===== config.mk =====
export PLATFORM = sky130hd
export DESIGN_NAME = uart_receiver
export DESIGN_NICKNAME = d
export VERILOG_FILES = /design/src/rtl/uart_receiver.sv
export SDC_FILE = /design/constraint.sdc
export NUM_CORES = 1
export LEC_CHECK = 0
export BUFFER_PORTS_ARGS = -buffer_cell sky130_fd_sc_hd__buf_2
export CORE_ASPECT_RATIO = 0.5
export CORE_MARGIN = 4
export CORE_UTILIZATION = 45
export DETAILED_ROUTE_END_ITERATION = 16
export PLACE_DENSITY = 0.61
export SKIP_LAST_GASP = 1
export SYNTH_ARGS = -nofsm -noshare
export SYNTH_HDL_FRONTEND = slang
export SYNTH_SLANG_ARGS = --single-unit

===== constraint.sdc =====
create_clock -name uart_samplig_clk -period 2 [get_ports uart_samplig_clk]
set_input_delay 0.4 -clock uart_samplig_clk [delete_from_list [all_inputs] [get_ports uart_samplig_clk]]
set_output_delay 0.4 -clock uart_samplig_clk [all_outputs]
set_load 0.005 [all_outputs]

===== src/rtl/uart_receiver.sv =====
// 8N1 UART receive stage on the oversampled clock: synchronizes RsRx, samples each bit at
// its centre and hands bytes to the consumer through a one-entry valid/ready holding register.
module uart_receiver #(
    parameter int OVERSAMPLE = 16
) (
    input  logic       uart_samplig_clk,
    input  logic       reset,
    input  logic       RsRx,
    output logic [7:0] data_out,
    output logic       valid,
    input  logic       ready,
    output logic       frame_error,
    output logic       overrun,
    input  logic       clear_errors
);

    localparam int PW = $clog2(OVERSAMPLE);
    localparam logic [PW-1:0] MID  = PW'(OVERSAMPLE / 2 - 1);
    localparam logic [PW-1:0] LAST = PW'(OVERSAMPLE - 1);

    typedef enum logic [2:0] {IDLE, START, DATA, STOP, BREAK} state_t;

    state_t        state;
    state_t        next_state;
    logic          rx_meta;
    logic          rx_s;
    logic [PW-1:0] phase;
    logic [2:0]    bit_count;
    logic [7:0]    shreg;
    logic          phase_clear;
    logic          shift_en;
    logic          deliver;
    logic          stop_bad;

    // Sync flops reset to the idle (high) line level so no false start follows reset.
    always_ff @(posedge uart_samplig_clk) begin
        if (!reset) begin
            rx_meta <= 1'b1;
            rx_s    <= 1'b1;
        end else begin
            rx_meta <= RsRx;
            rx_s    <= rx_meta;
        end
    end

    always_ff @(posedge uart_samplig_clk) begin
        if (!reset) begin
            state <= IDLE;
        end else begin
            state <= next_state;
        end
    end

    always_comb begin
        next_state = state;
        case (state)
            IDLE:    if (!rx_s) next_state = START;
            START:   if (phase == MID) next_state = rx_s ? IDLE : DATA;
            DATA:    if (phase == LAST && bit_count == 3'd7) next_state = STOP;
            STOP:    if (phase == LAST) next_state = rx_s ? IDLE : BREAK;
            BREAK:   if (rx_s) next_state = IDLE;
            default: next_state = IDLE;
        endcase
    end

    always_comb begin
        phase_clear = 1'b0;
        shift_en    = 1'b0;
        deliver     = 1'b0;
        stop_bad    = 1'b0;
        case (state)
            IDLE:    phase_clear = 1'b1;
            START:   phase_clear = (phase == MID) && !rx_s;
            DATA:    shift_en    = (phase == LAST);
            STOP: begin
                deliver  = (phase == LAST) && rx_s;
                stop_bad = (phase == LAST) && !rx_s;
            end
            BREAK:   phase_clear = 1'b1;
            default: phase_clear = 1'b1;
        endcase
    end

    // Phase wraps naturally at the end of each bit, so DATA and STOP need no explicit clear.
    always_ff @(posedge uart_samplig_clk) begin
        if (!reset) begin
            phase     <= '0;
            bit_count <= 3'd0;
            shreg     <= 8'h00;
        end else begin
            phase <= phase_clear ? '0 : phase + 1'b1;
            if (state != DATA) begin
                bit_count <= 3'd0;
            end else if (shift_en) begin
                bit_count <= bit_count + 3'd1;
            end
            if (shift_en) begin
                shreg <= {rx_s, shreg[7:1]};
            end
        end
    end

    // A byte arriving while the held byte is not being drained is dropped and flagged.
    always_ff @(posedge uart_samplig_clk) begin
        if (!reset) begin
            data_out    <= 8'h00;
            valid       <= 1'b0;
            frame_error <= 1'b0;
            overrun     <= 1'b0;
        end else begin
            frame_error <= stop_bad;
            if (deliver && (!valid || ready)) begin
                data_out <= shreg;
                valid    <= 1'b1;
            end else if (valid && ready) begin
                valid <= 1'b0;
            end
            if (deliver && valid && !ready) begin
                overrun <= 1'b1;
            end else if (clear_errors) begin
                overrun <= 1'b0;
            end
        end
    end

endmodule


==> results of run 1 <==
## stage by stage
stage / instances / power [mW] / area (sq um) / setup WS [ps] / hold slack, ps
after floorplan: 133 / 0.7268 / 1338 / 443.8 / 386.3
after global placement: 180 / 0.7436 / 1448 / 289.5 / 394.0
after global routing: 188 / 1.331 / 1551 / 109.9 / 307.1
after detailed placement: 180 / 0.7432 / 1448 / 225.4 / 400.7
final: 188 / 1.272 / 1551 / 218.8 / 305.4
after CTS: 188 / 1.294 / 1551 / 207.1 / 297.3
## routing by layer
metal  vias to the layer above  wire length, um  share of wire
met4                         0               25          0.011
met1                       440             1170           0.50
met2                        11             1022           0.44
met5                         -                0              0
li1                        493                -              -
met3                         4              106          0.046
## cell type report
cell class / count / share of cell area
timing repair buffer: 18 / 0.06290
tap: 37 / 0.02984
multi-input combinational: 91 / 0.4331
inverter: 3 / 0.007258
clock inverter: 1 / 0.004839
clock buffer: 7 / 0.06210
sequential: 31 / 0.4000
## Yosys cell counts, drive strengths merged
library cell and number:
o2111a 1, nand3 3, o32ai 1, buf 2, o21ai 3, nand3b 2
inv 3, nor2 12, nand2b 4, o21bai 1, xor2 3, a211oi 4
nand4 2, and3 1, a31oi 1, dfxtp 31, a21oi 2, o21a 2
or3 2, ha 3, clkbuf 6, nor3b 2, nor2b 20, a21boi 1
mux2i 18, a311oi 1, nor3 2
## cell families after synthesis
logic type | after synthesis | synth area share
and+or+nand+nor | 50 | 0.2301
muxes | 18 | 0.1347
DFF | 31 | 0.4640
xor gates and xnor gates | 3 | 0.01965
buffers and inverters | 11 | 0.03367
AOI/OAI and AO/OA | 17 | 0.08981
adders and majority gates | 3 | 0.02807
## report_power, final
group          leakage (nW)  internal, mW  switching, mW  total [mW]
Combinational         0.360        0.0423         0.0344      0.0767
Sequential            0.250         0.629         0.0247       0.654
Clock                0.0505         0.313          0.229       0.542
Total                 0.661         0.984          0.288        1.27
## how the worst max path moves through the flow
stage | start | endpoint | slack [ps] | depth (start not counted)
floorplan | phase[0] | data_out[0] | 440 | 5
global placement | phase[0] | shreg[6] | 290 | 5
detailed placement | phase[0] | shreg[6] | 230 | 5
CTS | phase[0] | shreg[6] | 210 | 5
global route | phase[0] | shreg[5] | 110 | 5
finish | phase[0] | shreg[6] | 220 | 5
## critical path: stages (launching register included)
cell and delay (ps):
dfxtp_1 350, ha_1 300, nand4_4 170, or3_1 550, mux2i_1 240, nor2b_1 60
## flip-flops by register name, summed over array words and instances (netlist names)
name / cells
data_out: 8
shreg: 8
phase: 4
bit_count: 3
state: 3
frame_error: 1
overrun: 1
rx_meta: 1
rx_s: 1
valid: 1
==> out/metrics.yaml, run 1 <==
fin_nets: 158
cts_tree: "built"
clockRootBuffer: "clkbuf_8"
ir_drop_mv: 0.5118
row_count: 13
drive_gt1_frac: 0.1854
r2r.worst_path.cells: 5
wl_per_cell_um: 12.37
cp_max_fo: 8
grt_pass1_wl_um: 4002
wl_um: 2325
cts_hold_buf: 0
grt_pass1_vias: 869
met3_usage: 0.05893
slew_violations: 0
grt_antenna_before_repair: 0
drt_first_iter_violations: 31
die_h_um: 46.55
maxCapViolations: 0
fin_crit_ps: 1781
vias: 948
multiInputGateArea_sq_um: 671.9
synth-seq-cells: 31
arrival_ps: 1950
p_leak_nw: 0.6605
yosys.cell_types.count: 30
tns_ps: 0
synth_top_area_cell: "dfxtp_1"
clk_pin_slew_ps: 60
dr.pass1.iters: 4
syn_avg_cell_area_sq_um: 10.06
holdPathStages: 2
reg2reg_slack_ps: 220
fin_crit_sh: 0.8906
setup_viol: 0
cts_buffer_depth: 2
grt_usage: 0.1356
hold_viol: 0
ant_nets: 0
power_density_mw_per_mm2: 820.0
reg2reg_to: "shreg[6]"
yosysWarnings: 0
top_usage_layer: "met2"
yosysTopAreaCellShare: 0.4640
hold_path_end: "rx_meta"
regArea_sq_um: 620.6
grt_start_max_net_pins: 16
reg2reg_from: "phase[0]"
pin_count: 16
clock-sinks: 31
netlist_area_sq_mm: 0.001338
use_met1: 0.1612
path_class: "register to register"
rsz0062_at_grt: "false"
synth_nets: 141
fp.dieArea_sq_mm: 0.003961
grt_util_met2: 0.2145
end_kind: "register"
n_antenna_cell: 0
fin_skew_ps: 10.39
route.detailed.drc: 0
globalplace.congestion: 0.8172
initial_utilization: 0.4924
dp_hpwl_um: 1650
yosysSeqAreaShare: 0.4640
most-common-layout-cells: "31 x dfxtp_1, 20 x nor2b_1, 18 x mux2i_1"
syn_inst: 133
max_slew_margin: 0.7061
fin_util: 0.5712
max_freq_ghz: 0.5614
start_kind: "register"
grt.overflow.total: 0
htree_num_levels: 2
cts_made_buffers: 5
fillers: 242
core_area_sq_mm: 0.002716
die_width_um: 85.10
post-cts-setup-buffers: 0
cts_resized: 0
io_buffers: 15
clock_latency_ps: 280
final_common_cell: "dfxtp_1"
required_ps: 2170
syn_to_final_growth_pct: 16.00
hold_class: "primary input to register"
avgViaCountPerCell: 5.043
min_from: "RsRx"
synth.area.top_cells: "dfxtp_1 46%, mux2i_1 13%, nor2b_1 9.4%"
status: "completed"
tightest_slew_ps: 440.8
(Power assumes the default switching activity.)
==> run 2, diff against run 1 <==
Settings changed: PLACE_DENSITY 0.61 to 0.64.
Clock period 2 ns to 1.6 ns, I/O delays scaled along.
==> out/metrics.yaml, run 2 (synthesis gave the netlist of run 1 again) <==
status: "completed"  # unchanged
arrival_ps: 1680  # was 1950 ps
grt_pass1_vias: 966  # was 869
tightest_slew_ps: 328.8  # was 440.8 ps
grt.overflow.total: 0  # unchanged
grt_usage: 0.1371  # was 0.1356
row_count: 13  # unchanged
globalplace.congestion: 0.8187  # was 0.8172
path_class: "register to register"  # unchanged
cts_made_buffers: 5  # unchanged
fin_crit_ps: 1500  # was 1781 ps
end_kind: "register"  # unchanged
reg2reg_slack_ps: 100  # was 220 ps
syn_to_final_growth_pct: 22.73  # was 16.00%
start_kind: "register"  # unchanged
power.share.clock: 0.463  # was 0.426
core_area_sq_mm: 0.002716  # unchanged
required_ps: 1780  # was 2170 ps
route.detailed.drc: 0  # unchanged
drive_gt1_frac: 0.2357  # was 0.1854
max_freq_ghz: 0.6667  # was 0.5614 GHz
fin_crit_sh: 0.9375  # was 0.8906
place_area_sq_mm: 0.001505  # was 0.001448 sq mm
setup_viol: 0  # unchanged
stdcell_count: 194  # was 188
clock-sinks: 31  # unchanged
fin_skew_ps: 3.012  # was 10.39 ps
ant_nets: 0  # unchanged
regArea_sq_um: 621.8  # was 620.6 sq um
combPwrFrac: 0.068  # was 0.060
post-cts-setup-buffers: 0  # unchanged
fin_nets: 164  # was 158
clk_pin_slew_ps: 70  # was 60 ps
wl_um: 2371  # was 2325 um
cp_max_fo: 8  # unchanged
pin_count: 16  # unchanged
final_common_cell: "dfxtp_1"  # unchanged
htree_num_levels: 2  # unchanged
dp_hpwl_um: 1648  # was 1650 um
p_leak_nw: 0.7019  # was 0.6605 nW
cts_buffer_depth: 2  # unchanged
clock_latency_ps: 280  # about the same
p_int_mw: 1.351  # was 0.9837 mW
placed_cells: 186  # was 180
fillers: 241  # was 242
cts_hold_buf: 0  # unchanged
grt_pass1_wl_um: 4140  # was 4002 um
vias: 982  # was 948
grt_antenna_before_repair: 0  # unchanged
rsz0062_at_grt: "false"  # unchanged
final_cell_area_sq_mm: 0.001642  # was 0.001551 sq mm
slew_violations: 0  # unchanged
ir_drop_mv: 0.4393  # was 0.5118 mV
total_power_mw: 1.724  # was 1.272 mW
cts_tree: "built"  # unchanged
reg.largest.list: "data_out (8), shreg (8), phase (4)"  # unchanged
initial_utilization: 0.4924  # unchanged
hold_viol: 0  # unchanged
hold_class: "primary input to register"  # unchanged
io_buffers: 15  # unchanged
fp.dieArea_sq_mm: 0.003961  # unchanged
grt_start_max_net_pins: 20  # was 16
seq_power_share: 0.470  # was 0.514
switchingPower_mw: 0.3729  # was 0.2885 mW
clockRootBuffer: "clkbuf_8"  # unchanged
wl_per_cell_um: 12.22  # was 12.37 um
multiInputGateArea_sq_um: 689.4  # was 671.9 sq um
die_h_um: 46.55  # unchanged
power_density_mw_per_mm2: 1050  # was 820.0 mW/mm^2
hold_slack_ps: 218.2  # was 305.4 ps
dr.pass1.iters: 4  # unchanged
max_slew_margin: 0.7803  # was 0.7061
p_sw_frac: 0.2164  # was 0.2268
maxCapViolations: 0  # unchanged
drt_first_iter_violations: 21  # was 31
avgViaCountPerCell: 5.062  # was 5.043
most-common-layout-cells: "30 x dfxtp_1, 20 x nor2b_1, 18 x mux2i_1"  # was 31 x dfxtp_1, 20 x nor2b_1, 18 x mux2i_1
n_antenna_cell: 0  # unchanged
die_width_um: 85.10  # unchanged
-- run 2: through the flow --
| step | utilization | TNS, ps | setup WS [ps] |
|---|---|---|---|
| floorplan | - | 0 | 43.76 |
| global placement | 0.5541 | -32.93 | -21.03 |
| detailed placement | 0.5541 | -368.6 | -63.16 |
| CTS | 0.5993 | 0 | 70.00 |
| global route | 0.6043 | 0 | 8.126 |
| finish | 0.6043 | 0 | 100.0 |
-- run 2: power groups by stage --
stage	sequential, mW	combinational (mW)	clock, mW
after floorplan	0.810	0.0986	0
after global placement	0.822	0.116	0
after detailed placement	0.824	0.116	0
after CTS	0.807	0.117	0.819
after global routing	0.812	0.134	0.851
final	0.809	0.117	0.797
-- run 2: critical path, stage by stage, from the launching register on --
cell and delay, ps:
dfxtp_1 380, ha_4 160, nand4_4 130, or3_4 480, mux2i_1 180, nor2b_1 60
-- run 2: routing by layer --
layer / share of wire / global-route usage / routed length, um / up-vias
li1: - / - / - / 504
met1: 0.49 / 0.1483 / 1162 / 462
met2: 0.46 / 0.2485 / 1085 / 11
met3: 0.040 / 0.05357 / 96 / 5
met4: 0.011 / 0.05678 / 27 / 0
met5: 0 / 0 / 0 / -
-- run 2: cell type report --
| class | count | area share |
|---|---|---|
| inverter | 3 | 0.006860 |
| timing repair buffer | 24 | 0.09451 |
| clock buffer | 6 | 0.05031 |
| multi-input combinational | 91 | 0.4200 |
| tap | 37 | 0.02820 |
| sequential | 31 | 0.3788 |
| clock inverter | 2 | 0.02134 |
-- run 2: what timing repair did --
item,4_1_cts,5_1_grt
endpoints found under the setup margin,8,13
resized for setup,1,4
pin swaps,0,1
-- run 2: final timing paths --
kind	start	to	depth (start not counted)
hold / removal	RsRx	rx_meta	2
setup / recovery	phase[1]	shreg[1]	5
setup reg to reg	phase[1]	shreg[1]	5
hold reg to reg	rx_meta	rx_s	1
==> run 3, diff against run 2 <==
Settings changed: PLACE_DENSITY 0.64 to default, PLACE_DENSITY_LB_ADDON from default to 0.3.
==> out/metrics.yaml, run 3 (synthesis gave the netlist of run 1 again) <==
cts_buffer_depth: 2  # unchanged
fin_nets: 162  # was 164
wl_per_cell_um: 12.12  # was 12.22 um
place_area_sq_mm: 0.001490  # was 0.001505 sq mm
n_antenna_cell: 0  # unchanged
start_kind: "register"  # unchanged
final_common_cell: "dfxtp_1"  # unchanged
cp_max_fo: 8  # unchanged
drt_first_iter_violations: 41  # was 21
grt.overflow.total: 0  # unchanged
dp_hpwl_um: 1597  # was 1648 um
required_ps: 1770  # was 1780 ps
r2r.worst_path.cells: 5  # unchanged
pre_cts_ws_ps: -52.33  # was -63.16 ps
power_density_mw_per_mm2: 943.9  # was 1050 mW/mm^2
grt_antenna_before_repair: 0  # unchanged
route.detailed.drc: 0  # unchanged
die_width_um: 85.10  # unchanged
holdPathStages: 2  # unchanged
max_slew_margin: 0.7741  # was 0.7803
setup_viol: 0  # unchanged
slew_violations: 0  # unchanged
io_buffers: 15  # unchanged
fin_crit_ps: 1496  # was 1500 ps
pin_count: 16  # unchanged
ir_drop_mv: 0.4179  # was 0.4393 mV
end_kind: "register"  # unchanged
grt_pass1_vias: 869  # was 966
status: "completed"  # unchanged
hold_path_end: "rx_meta"  # unchanged
grt_pass1_wl_um: 4029  # was 4140 um
clk_pin_slew_ps: 60  # was 70 ps
reg.largest.list: "data_out (8), shreg (8), phase (4)"  # unchanged
reg2reg_from: "phase[1]"  # unchanged
fin_crit_sh: 0.9349  # was 0.9375
syn_to_final_growth_pct: 19.27  # was 22.73%
cts_made_buffers: 5  # unchanged
dr.pass1.iters: 4  # unchanged
vias: 958  # was 982
htree_num_levels: 2  # unchanged
core_area_sq_mm: 0.002716  # unchanged
cts_tree: "built"  # unchanged
p_leak_nw: 0.6742  # was 0.7019 nW
reg2reg_to: "shreg[3]"  # was shreg[1]
timing.final.ws_setup_ps: 104.2  # was 100.0 ps
hold_viol: 0  # unchanged
max_freq_ghz: 0.6685  # was 0.6667 GHz
fp.dieArea_sq_mm: 0.003961  # unchanged
total_power_mw: 1.506  # was 1.724 mW
die_h_um: 46.55  # unchanged
reg2reg_slack_ps: 100  # about the same
ant_nets: 0  # unchanged
final_cell_area_sq_mm: 0.001595  # was 0.001642 sq mm
path_class: "register to register"  # unchanged
fin_util: 0.5873  # was 0.6043
grt_start_max_net_pins: 20  # unchanged
clock_latency_ps: 280  # about the same
globalplace.congestion: 0.8188  # was 0.8187
clockRootBuffer: "clkbuf_8"  # unchanged
fin_skew_ps: 3.161  # was 3.012 ps
tightest_slew_ps: 338.2  # was 328.8 ps
clock-sinks: 31  # unchanged
hold_class: "primary input to register"  # unchanged
row_count: 13  # unchanged
post-cts-setup-buffers: 0  # unchanged
maxCapViolations: 0  # unchanged
arrival_ps: 1670  # was 1680 ps
wl_um: 2327  # was 2371 um
drive_gt1_frac: 0.2258  # was 0.2357
initial_utilization: 0.4924  # unchanged
most-common-layout-cells: "29 x dfxtp_1, 20 x nor2b_1, 18 x mux2i_1"  # was 30 x dfxtp_1, 20 x nor2b_1, 18 x mux2i_1
grt_usage: 0.1350  # was 0.1371
avgViaCountPerCell: 4.990  # was 5.062
rsz0062_at_grt: "false"  # unchanged
min_from: "RsRx"  # unchanged
-- run 3: cell count changes in the layout (fill, tap and decap cells not counted), sizes merged --
cell and change:
bufinv -1, buf -2, clkbuf +1
-- run 3: layer usage --
layer | GRT usage | share of wire
met3 | 0.05179 | 0.060
met4 | 0.07571 | 0.013
met5 | 0 | 0
met2 | 0.2160 | 0.46
met1 | 0.1597 | 0.46
-- run 3: timing repair --
action | 4_1_cts | 5_1_grt
hold buffers | 0 | 0
gates resized for setup | 1 | 6
pin swaps | 0 | 1
setup endpoints to repair | 8 | 7
-- run 3: stage by stage --
step / TNS (ps) / hold WS [ps] / std cells
CTS: 0 / 217.0 / 192
detailed placement: -327.5 / 408.5 / 184
finish: 0 / 221.1 / 192
floorplan: 0 / 386.3 / 133
global placement: -3.761 / 391.9 / 184
global route: 0 / 226.5 / 192
-- run 3: worst max path at each step --
| stage | from | endpoint | slack (ps) | cells after the start |
|---|---|---|---|---|
| final | phase[1] | shreg[3] | 100 | 5 |
| after global routing | phase[1] | shreg[4] | 5 | 5 |
| after CTS | phase[0] | phase[3] | 9 | 6 |
| after detailed placement | phase[0] | shreg[2] | -50 | 5 |
| after global placement | phase[0] | shreg[2] | -3 | 5 |
| after floorplan | phase[0] | data_out[0] | 40 | 5 |
-- run 3: critical path: stages, from the launching register on --
cell and delay (ps):
dfxtp_1 370, ha_4 160, nand4_4 130, or3_4 500, mux2i_1 180, nor2b_1 60
-- run 3: final cells by class --
type / instances / area (sq um)
fillers: 219 / 1121
multi-input cells: 91 / 693.2
flip-flops and latches: 31 / 623.1
repair buffers: 22 / 140.1
clock buffers: 7 / 76.32
well taps: 37 / 46.29
inverters: 3 / 11.26
clock inverters: 1 / 5.005
-- run 3: power by group --
part	internal [mW]	switching, mW
Combinational	0.0613	0.0540
Clock	0.305	0.274
Sequential	0.787	0.0248
Total	1.15	0.353
